===== src/rtl/dmem_pkg.sv =====
// Shared definitions for the byte-lane data memory: funct3 codes, FSM states
// and the alignment / byte-enable helpers used by the lane-steering logic.
package dmem_pkg;

   // RV32I load/store size and sign encodings (funct3)
   localparam logic [2:0] F3_B  = 3'b000;
   localparam logic [2:0] F3_H  = 3'b001;
   localparam logic [2:0] F3_W  = 3'b010;
   localparam logic [2:0] F3_BU = 3'b100;
   localparam logic [2:0] F3_HU = 3'b101;

   typedef enum logic {
      S_INIT,
      S_RUN
   } state_t;

   // True when the access is misaligned for its size, or funct3 is not a legal code
   function automatic logic is_misaligned(input logic [2:0] f3, input logic [1:0] off);
      logic bad;
      case (f3)
         F3_B, F3_BU: bad = 1'b0;
         F3_H, F3_HU: bad = off[0];
         F3_W:        bad = (off != 2'b00);
         default:     bad = 1'b1;
      endcase
      return bad;
   endfunction

   // Byte lanes touched by an access of size f3 at byte offset off
   function automatic logic [3:0] byte_en(input logic [2:0] f3, input logic [1:0] off);
      logic [3:0] be;
      case (f3)
         F3_B, F3_BU: be = 4'b0001 << off;
         F3_H, F3_HU: be = off[1] ? 4'b1100 : 4'b0011;
         F3_W:        be = 4'b1111;
         default:     be = 4'b0000;
      endcase
      return be;
   endfunction

endpackage


===== src/rtl/dmem_lane_align.sv =====
// Lane steering for sub-word accesses: extracts and extends load data from the
// addressed word, and replicates store data across lanes with a byte enable.
module dmem_lane_align
   import dmem_pkg::*;
(
   input  logic [2:0]  i_funct3,
   input  logic [1:0]  i_offset,
   input  logic [31:0] i_rword,
   input  logic [31:0] i_wd,
   output logic [31:0] o_load,
   output logic [31:0] o_wdata,
   output logic [3:0]  o_be,
   output logic        o_misalign
);

   logic [7:0]  w_byte;
   logic [15:0] w_half;

   // Pick the addressed byte/half and extend it according to funct3
   always_comb begin
      // NOTE: every variable gets a default before the case so no path leaves it
      // unassigned; a missing default here would infer a latch.
      w_byte = i_rword[7:0];
      case (i_offset)
         2'd1:    w_byte = i_rword[15:8];
         2'd2:    w_byte = i_rword[23:16];
         2'd3:    w_byte = i_rword[31:24];
         default: w_byte = i_rword[7:0];
      endcase
      w_half = i_offset[1] ? i_rword[31:16] : i_rword[15:0];
      o_load = '0;
      case (i_funct3)
         F3_B:    o_load = {{24{w_byte[7]}}, w_byte};
         F3_BU:   o_load = {24'd0, w_byte};
         F3_H:    o_load = {{16{w_half[15]}}, w_half};
         F3_HU:   o_load = {16'd0, w_half};
         F3_W:    o_load = i_rword;
         default: o_load = '0;
      endcase
   end

   // Replicate store data so every selected lane sees the right bits
   always_comb begin
      o_wdata = i_wd;
      case (i_funct3)
         F3_B, F3_BU: o_wdata = {4{i_wd[7:0]}};
         F3_H, F3_HU: o_wdata = {2{i_wd[15:0]}};
         default:     o_wdata = i_wd;
      endcase
   end

   assign o_be       = byte_en(i_funct3, i_offset);
   assign o_misalign = is_misaligned(i_funct3, i_offset);

endmodule


===== src/rtl/dmem_bytelane.sv =====
// RV32I data memory with sub-word load/store, misalignment and out-of-range
// detection, a sticky store-error flag and a post-reset initialisation sweep.
// Reads are combinational; writes land on the rising edge.
module dmem_bytelane
   import dmem_pkg::*;
#(
   parameter int DEPTH_WORDS = 64,
   parameter int ADDR_W      = 32,
   parameter int INIT_ZERO   = 0
) (
   input  logic              clk,
   input  logic              reset,
   input  logic              WE,
   input  logic [2:0]        funct3,
   input  logic [ADDR_W-1:0] A,
   input  logic [31:0]       WD,
   output logic [31:0]       RD,
   output logic              ready,
   output logic              misalign,
   output logic              oob,
   input  logic              err_clr,
   output logic              err_sticky
);

   localparam int IDX_W = $clog2(DEPTH_WORDS);

   state_t             r_state;
   state_t             w_state_nxt;
   logic [IDX_W-1:0]   r_cnt;
   logic               r_err;
   logic [31:0]        r_mem [DEPTH_WORDS];

   logic [IDX_W-1:0]   w_idx;
   logic               w_oob;
   logic               w_misalign;
   logic               w_bad;
   logic               w_run;
   logic               w_store;
   logic [31:0]        w_rword;
   logic [31:0]        w_load;
   logic [31:0]        w_wdata;
   logic [3:0]         w_be;
   logic [31:0]        w_init_word;

   // Depth is a power of two, so any set bit above the index field is out of
   // range; testing the whole upper field means high address bits never alias.
   assign w_idx   = A[IDX_W+1:2];
   assign w_oob   = |A[ADDR_W-1:IDX_W+2];
   assign w_rword = r_mem[w_idx];
   assign w_bad   = w_misalign | w_oob;
   assign w_run   = (r_state == S_RUN);
   assign w_store = w_run & WE & ~w_bad;

   assign w_init_word = (INIT_ZERO != 0) ? 32'd0 : 32'(r_cnt);

   dmem_lane_align u_lane_align (
      .i_funct3   (funct3),
      .i_offset   (A[1:0]),
      .i_rword    (w_rword),
      .i_wd       (WD),
      .o_load     (w_load),
      .o_wdata    (w_wdata),
      .o_be       (w_be),
      .o_misalign (w_misalign)
   );

   // Next-state logic: the sweep ends on the edge that writes the last word
   always_comb begin
      w_state_nxt = r_state;
      case (r_state)
         S_INIT:  if (r_cnt == IDX_W'(DEPTH_WORDS - 1)) w_state_nxt = S_RUN;
         S_RUN:   w_state_nxt = S_RUN;
         default: w_state_nxt = S_INIT;
      endcase
   end

   // State register and sweep counter
   always_ff @(posedge clk or posedge reset) begin
      // NOTE: sequential state uses non-blocking assignments so every register
      // samples its inputs from before the edge, independent of statement order.
      if (reset) begin
         r_state <= S_INIT;
         r_cnt   <= '0;
      end else begin
         r_state <= w_state_nxt;
         if (r_state == S_INIT) r_cnt <= r_cnt + 1'b1;
      end
   end

   // Sticky store-error flag; a new error wins over a same-cycle clear
   always_ff @(posedge clk or posedge reset) begin
      if (reset) begin
         r_err <= 1'b0;
      end else if (w_run) begin
         if (WE && w_bad)  r_err <= 1'b1;
         else if (err_clr) r_err <= 1'b0;
      end
   end

   // Memory array: init sweep in INIT, byte-lane stores in RUN
   always_ff @(posedge clk) begin
      // NOTE: the array has no reset branch; the INIT sweep rewrites every word
      // after reset, and a reset on the array would prevent RAM inference.
      if (r_state == S_INIT) begin
         r_mem[r_cnt] <= w_init_word;
      end else if (w_store) begin
         for (int b = 0; b < 4; b++) begin
            if (w_be[b]) r_mem[w_idx][8*b +: 8] <= w_wdata[8*b +: 8];
         end
      end
   end

   assign RD         = (w_run && !w_bad) ? w_load : 32'd0;
   assign ready      = w_run;
   assign misalign   = w_misalign;
   assign oob        = w_oob;
   assign err_sticky = r_err;

endmodule

===== config.mk =====
export PLATFORM = sky130hd
export DESIGN_NAME = dmem_bytelane
export DESIGN_NICKNAME = d
export VERILOG_FILES = /design/src/rtl/dmem_pkg.sv /design/src/rtl/dmem_lane_align.sv /design/src/rtl/dmem_bytelane.sv
export SDC_FILE = /design/constraint.sdc
export NUM_CORES = 2
export LEC_CHECK = 0
export CORE_ASPECT_RATIO = 0.8
export CORE_MARGIN = 2
export CORE_UTILIZATION = 57
export CTS_BUF_LIST = sky130_fd_sc_hd__clkbuf_16
export CTS_CLUSTER_DIAMETER = 30
export DETAILED_ROUTE_END_ITERATION = 7
export PLACE_DENSITY = 0.69
export SLEW_MARGIN = 20
export SYNTH_ARGS = -nofsm -noshare
export SYNTH_HDL_FRONTEND = slang
export SYNTH_HIERARCHICAL = 1
export SYNTH_SLANG_ARGS = --single-unit

===== constraint.sdc =====
create_clock -name clk -period 12.85 [get_ports clk]
set_input_delay 2.57 -clock clk [delete_from_list [all_inputs] [get_ports clk]]
set_output_delay 2.57 -clock clk [all_outputs]
set_load 0.01 [all_outputs]

# Word-level counts from Yosys, hierarchy flattened
# Memories as Yosys holds them, arrays and structs flattened.
# Index checks and enable logic that the tools add are counted.
[classes] n_addsub=1 n_mul=0 div_mod_pow=0 order_cmp=0 n_eq_ne=8 shift=1 n_mux=32 n_bitwise=5 n_reduce_logical=11
[op_table] op="32-bit case mux with 5 select lines" count=1
[op_table] op="32-bit two-way mux" count=2
[op_table] op="32-bit case mux with 2 select lines" count=1
[op_table] op="32-bit OR reduction" count=1
[op_table] op="8-bit case mux with 3 select lines" count=1
[op_table] op="24-bit OR reduction" count=1
[op_table] op="1-bit two-way mux" count=20
[op_table] op="16-bit two-way mux" count=1
[op_table] op="4-bit case mux with 3 select lines" count=1
[op_table] op="4-bit two-way mux" count=2
[op_table] op="6-bit by 1-bit adder with 6-bit output, second input constant" count=1
[op_table] op="3-bit equality test, second input constant" count=2
[op_table] op="6-bit equality test, second input constant" count=1
[op_table] op="6-bit two-way mux" count=1
[op_table] op="2-bit equality test, second input constant" count=2
[op_table] op="2-bit nonzero test" count=2
[op_table] op="2-bit OR reduction" count=2
[op_table] op="1-bit by 2-bit << shifter with 4-bit output, first input constant" count=1
[op_table] op="3-bit by 1-bit equality test with 1-bit output, second input constant" count=1
[op_table] op="3-bit by 2-bit equality test with 1-bit output, second input constant" count=1
[op_table] op="3-bit logical NOT" count=1
[op_table] op="1-bit case mux with 3 select lines" count=1
[op_table] op="1-bit bitwise AND" count=2
[op_table] op="2-bit by 1-bit equality test with 1-bit output, second input constant" count=1
[op_table] op="6 further kinds" count=8
[word_totals] register_bits=8 latch_bits=0 mem_bits_rw=2048 rom_bits=0 in_bits=71 output_inout_bits=36 elab_cells=62 mem_count=1
[memory_table] memory="r_mem" words=64 width=32 read_ports=1 rd_clocked_by_memory_dff=0 write_ports=1 line_no="dmem_bytelane.sv:31" source="logic [31:0] r_mem [DEPTH_WORDS];"

# Longest topological paths before layout
[depth] depth_word=11 ltp_mapped=13 ltp_nobuf=9

# Hierarchy
# Netlist, hierarchy kept.
[by_module_without_submodules] module="dmem_bytelane" n_inst=1 cells_per_inst=3677 area_each_um2=79622.6
[by_module_without_submodules] module="dmem_lane_align" n_inst=1 cells_per_inst=182 area_each_um2=1350.0

# Worst setup path before layout
# OpenSTA, ideal clock, no wires.
[synth_timing] kind="input -> output" start="input A[2]" end="output RD[17]" arrival_time_ps=5573 slack_ps=4707 path_stages=12 path_buffers=4 cell_sequence="clkbuf_1 clkbuf_1 buf_2 mux4_2 a22oi_1 a21oi_1 or4_1 mux2_4 a21boi_2 buf_2 a211oi_1 and2_1"
[synth_between] elab_chain_len=4 elab_cells_between_ends=5 cone_classes="mux: 4; memory: 1"
[synth_rtl] element="start, declared" line_no="dmem_bytelane.sv:15" source="input logic [ADDR_W-1:0] A,"
[synth_rtl] element="memory read 64 x 32 bit *"
[synth_rtl] element="net w_rword[15]" line_no="dmem_bytelane.sv:39" source="logic [31:0] w_rword;"
[synth_rtl] element="8-bit case mux with 3 select lines / 16-bit two-way mux (equally long branches)" line_no="dmem_lane_align.sv:24, dmem_lane_align.sv:30"
[synth_rtl] element="32-bit case mux with 5 select lines *" line_no="dmem_lane_align.sv:32" source="case (i_funct3)"
[synth_rtl] element="net w_load[17]" line_no="dmem_bytelane.sv:40" source="logic [31:0] w_load;"
[synth_rtl] element="32-bit two-way mux *" line_no="dmem_bytelane.sv:113" source="assign RD = (w_run && !w_bad) ? w_load : 32'd0;"
[synth_rtl] element="end, declared" line_no="dmem_bytelane.sv:17" source="output logic [31:0] RD,"
# The timed path passes the listed nets; every way through them passes the cells marked *.

# Worst setup path after layout
[layout_timing] start="input A[3]" end="output RD[1]"
[layout_between] elab_chain_len=4 elab_cells_between_ends=5 cone_classes="mux: 4; memory: 1"
[layout_rtl] element="memory read 64 x 32 bit"
[layout_rtl] element="net w_rword[25]" line_no="dmem_bytelane.sv:39"
[layout_rtl] element="8-bit case mux with 3 select lines" line_no="dmem_lane_align.sv:24" source="case (i_offset)"
[layout_rtl] element="32-bit case mux with 5 select lines" line_no="dmem_lane_align.sv:32"
[layout_rtl] element="net w_load[1]" line_no="dmem_bytelane.sv:40"
[layout_rtl] element="32-bit two-way mux" line_no="dmem_bytelane.sv:113"
# The timed path passes the listed nets, and every way through them passes these cells.

==> impl_metrics.tcl <==
set metrics [dict create \
    wl_mm 204 \
    hold_class "register to register" \
    grt_pass1_wl_mm 297 \
    viasPerCell 6.58 \
    hold_depth 2 \
    avgRoutedWirePerCell_um 31.5 \
    final_cell_mix "2048 x edfxtp_1, 512 x mux4_2, 337 x clkbuf_16, 337 x buf_4, 275 x a22oi_1" \
    grt_pass1_vias 43110 \
    period_needed_ps 10570 \
    gp_congestion 0.884 \
    cts_tree "built" \
    synth_fp_nets 3931 \
    skew_ps 47.1 \
    busiest_layer "met2" \
    seqCellArea_um2 61700 \
    synth_area_um2 81000 \
    synth-seq-cells 2056 \
    grt_use_met2 0.440 \
    antenna_found_initial 2 \
    place_area_um2 86100 \
    crit_path_start_kind "input port" \
    layout.cells.most_common "edfxtp_1" \
    tns_ps 0 \
    peakVddDrop_mv 0.172 \
    maxCapViolations 0 \
    power.leakage_nw 27.2 \
    cts_sinks 2056 \
    synth.distinct_cells 56 \
    grt-ovfl-total 0 \
    cts_inserted_buffers 333 \
    cts_root_buf "clkbuf_16" \
    rsz0062_at_grt "no" \
    path_cells "buf_8 > buf_4 > buf_4 > mux4_2 > a22oi_1 > a21oi_1 > or4_1 > mux2i_1 > nor2_1 > a221o_1 > and2_1 > clkdlybuf4s50_1" \
    dr.pass1.iters 5 \
    synthFlopType "edfxtp_1" \
    synth_xor_area_frac 0.000541 \
    met3_usage 0.0496 \
    post_cts_buffers 0 \
    start_util 0.575 \
    hpwl_mm 119 \
    finalCritPeriodShare 0.823 \
    rows 123 \
    power.density_nw_per_um2 170 \
    nFillCells 8550 \
    cts-resized-gates 0 \
    yosysSeqAreaShare 0.762 \
    drtIter0Drc 4814 \
    ctsLongestPathBuffers 4 \
    path_max_fanout 84 \
    fmax_mhz 94.6 \
    end_kind "output pin" \
    io_pins 107 \
    multi_input_area_um2 18200 \
    use_met1 0.406 \
    core_um2 141000 \
    final_max_slew_viol_count 0 \
    via_count 42623 \
    clk_pin_slew_ps 50 \
    grt_usage 0.285 \
    ys.warnings.count 6 \
    portBuffers 106 \
    synth_compound_area_frac 0.0393 \
    fin_nets 4419 \
    utilization 0.690 \
    critPathArrivalTime_ps 8000 \
    synth-async-reset-ratio 0.00389 \
    insertion_delay_ps 920 \
    slew_headroom 0.248 \
    synth_top_family_by_area "multiplexers" \
    finalSetupViolations 0 \
    worst_pin_slew_ps 1120 \
    synthesis.instances 3859 \
    die_x_um 425 \
    die-area_um2 145000 \
    drtAntennaViolNets 0 \
    synth-simple-area-share 0.0302 \
    syn_avg_cell_area_um2 21.0 \
    crit_required_ps 10280 \
    area_delta_synth_final_pct 19.9 \
    grt_max_degree 85 \
    reg2reg_depth 8 \
    finalHoldViolCount 0 \
    status "completed" \
    crit_top_cell "buf_4" \
    synth_fa_ha_area_frac 0.000155 \
    slowest_stage "or4_1" \
    drive_gt1_frac 0.328 \
    cts_hold_buf 0 \
    crit_type "input port to output pin" \
    cpPeakStageDelay_ps 810 \
    drc_errors 0 \
    die_y_um 341 \
    final_cell_area_um2 97100 \
    synth_edf_count 2048 \
    synthMuxAreaShare 0.150 \
    cts_max_level 5 \
]
## through the flow
| stage | instances | setup slack [ps] | hold WS, ps | power [W] |
|---|---|---|---|---|
| 3_5_place_dp | 5887 | 2390 | 495 | 0.00788 |
| 4_1_cts | 6472 | 2370 | 508 | 0.0166 |
| 5_1_grt | 6474 | 2170 | 519 | 0.0169 |
| 3_3_place_gp | 5887 | 2390 | 475 | 0.00787 |
| 6_report | 6478 | 2280 | 495 | 0.0165 |
| 2_1_floorplan | 3859 | 4710 | 509 | 0.00768 |
## layer usage
metal  part of all wire  up-vias
li1                   -    17484
met1               0.39    22469
met2               0.48     2262
met3              0.084      406
met4              0.042        2
met5           0.000069        -
## critical path, delay by kind of cell
kind / cells / cell delay [ps]
compound gates: 3 / 880
buf+inv: 4 / 2030
mux: 2 / 1160
simple gates: 3 / 1240
## flip-flops by register name, indices dropped and copies added, names as in the netlist
signal / count
r_cnt: 6
err_sticky: 1
ready: 1
r_mem: 2048
## Yosys cell counts, drive strengths merged (8+ instances only)
| cell type | instances | area share |
|---|---|---|
| mux2i | 25 | 0.0032 |
| o21ai | 22 | 0.0014 |
| edfxtp | 2048 | 0.76 |
| dfrtp | 8 | 0.0025 |
| nor3b | 8 | 0.00080 |
| clkbuf | 161 | 0.0075 |
| mux2 | 32 | 0.0045 |
| buf | 139 | 0.0099 |
| a211oi | 16 | 0.0015 |
| a22oi | 276 | 0.026 |
| nor2 | 22 | 0.0011 |
| nor3 | 260 | 0.016 |
| mux4 | 512 | 0.14 |
| a21oi | 131 | 0.0081 |
| nand2 | 27 | 0.0013 |
| and2 | 61 | 0.0047 |
| or4 | 32 | 0.0030 |
## worst paths after layout
path | from | end | slack (ps)
max | A[3] | RD[1] | 2280
min | err_sticky$_DFFE_PP0P_ | err_sticky$_DFFE_PP0P_ | 500
max reg2reg | ready$_DFF_PP0_ | r_mem[15][11]$_DFFE_PP_ | 8060
min reg2reg | err_sticky$_DFFE_PP0P_ | err_sticky$_DFFE_PP0P_ | 500
max in group asynchronous | reset | r_cnt[3]$_DFFE_PP0N_ | 10620
min in group asynchronous | reset | r_cnt[0]$_DFFE_PP0N_ | 1930
## logic make-up (layout without fill, tap and decap cells)
| kind of cell | Yosys count | in the layout |
|---|---|---|
| simple gates | 453 | 453 |
| flops | 2056 | 2056 |
| fa+ha+maj | 1 | 1 |
| mux | 569 | 569 |
| compound gates | 468 | 468 |
| xor+xnor | 5 | 5 |
| other cells | 0 | 6 |
| buf+inv | 307 | 1045 |
## power by group
group	total (W)	leakage (nW)	switching (W)	internal [W]
clock	0.00873	5.39	0.00314	0.00560
combinational	0.000483	6.78	0.000310	0.000172
sequential	0.00727	15.0	0	0.00727
## cell type report
type,count,share of cell area
flip-flops and latches,2056,0.635
multi-input cells,1496,0.188
clock buffers,337,0.0868
repair buffers,453,0.0391
clock inverters,248,0.0267
well taps,1875,0.0242
inverters,7,0.000271
diodes,6,0.000155
Power figures use the tool's default switching activity.
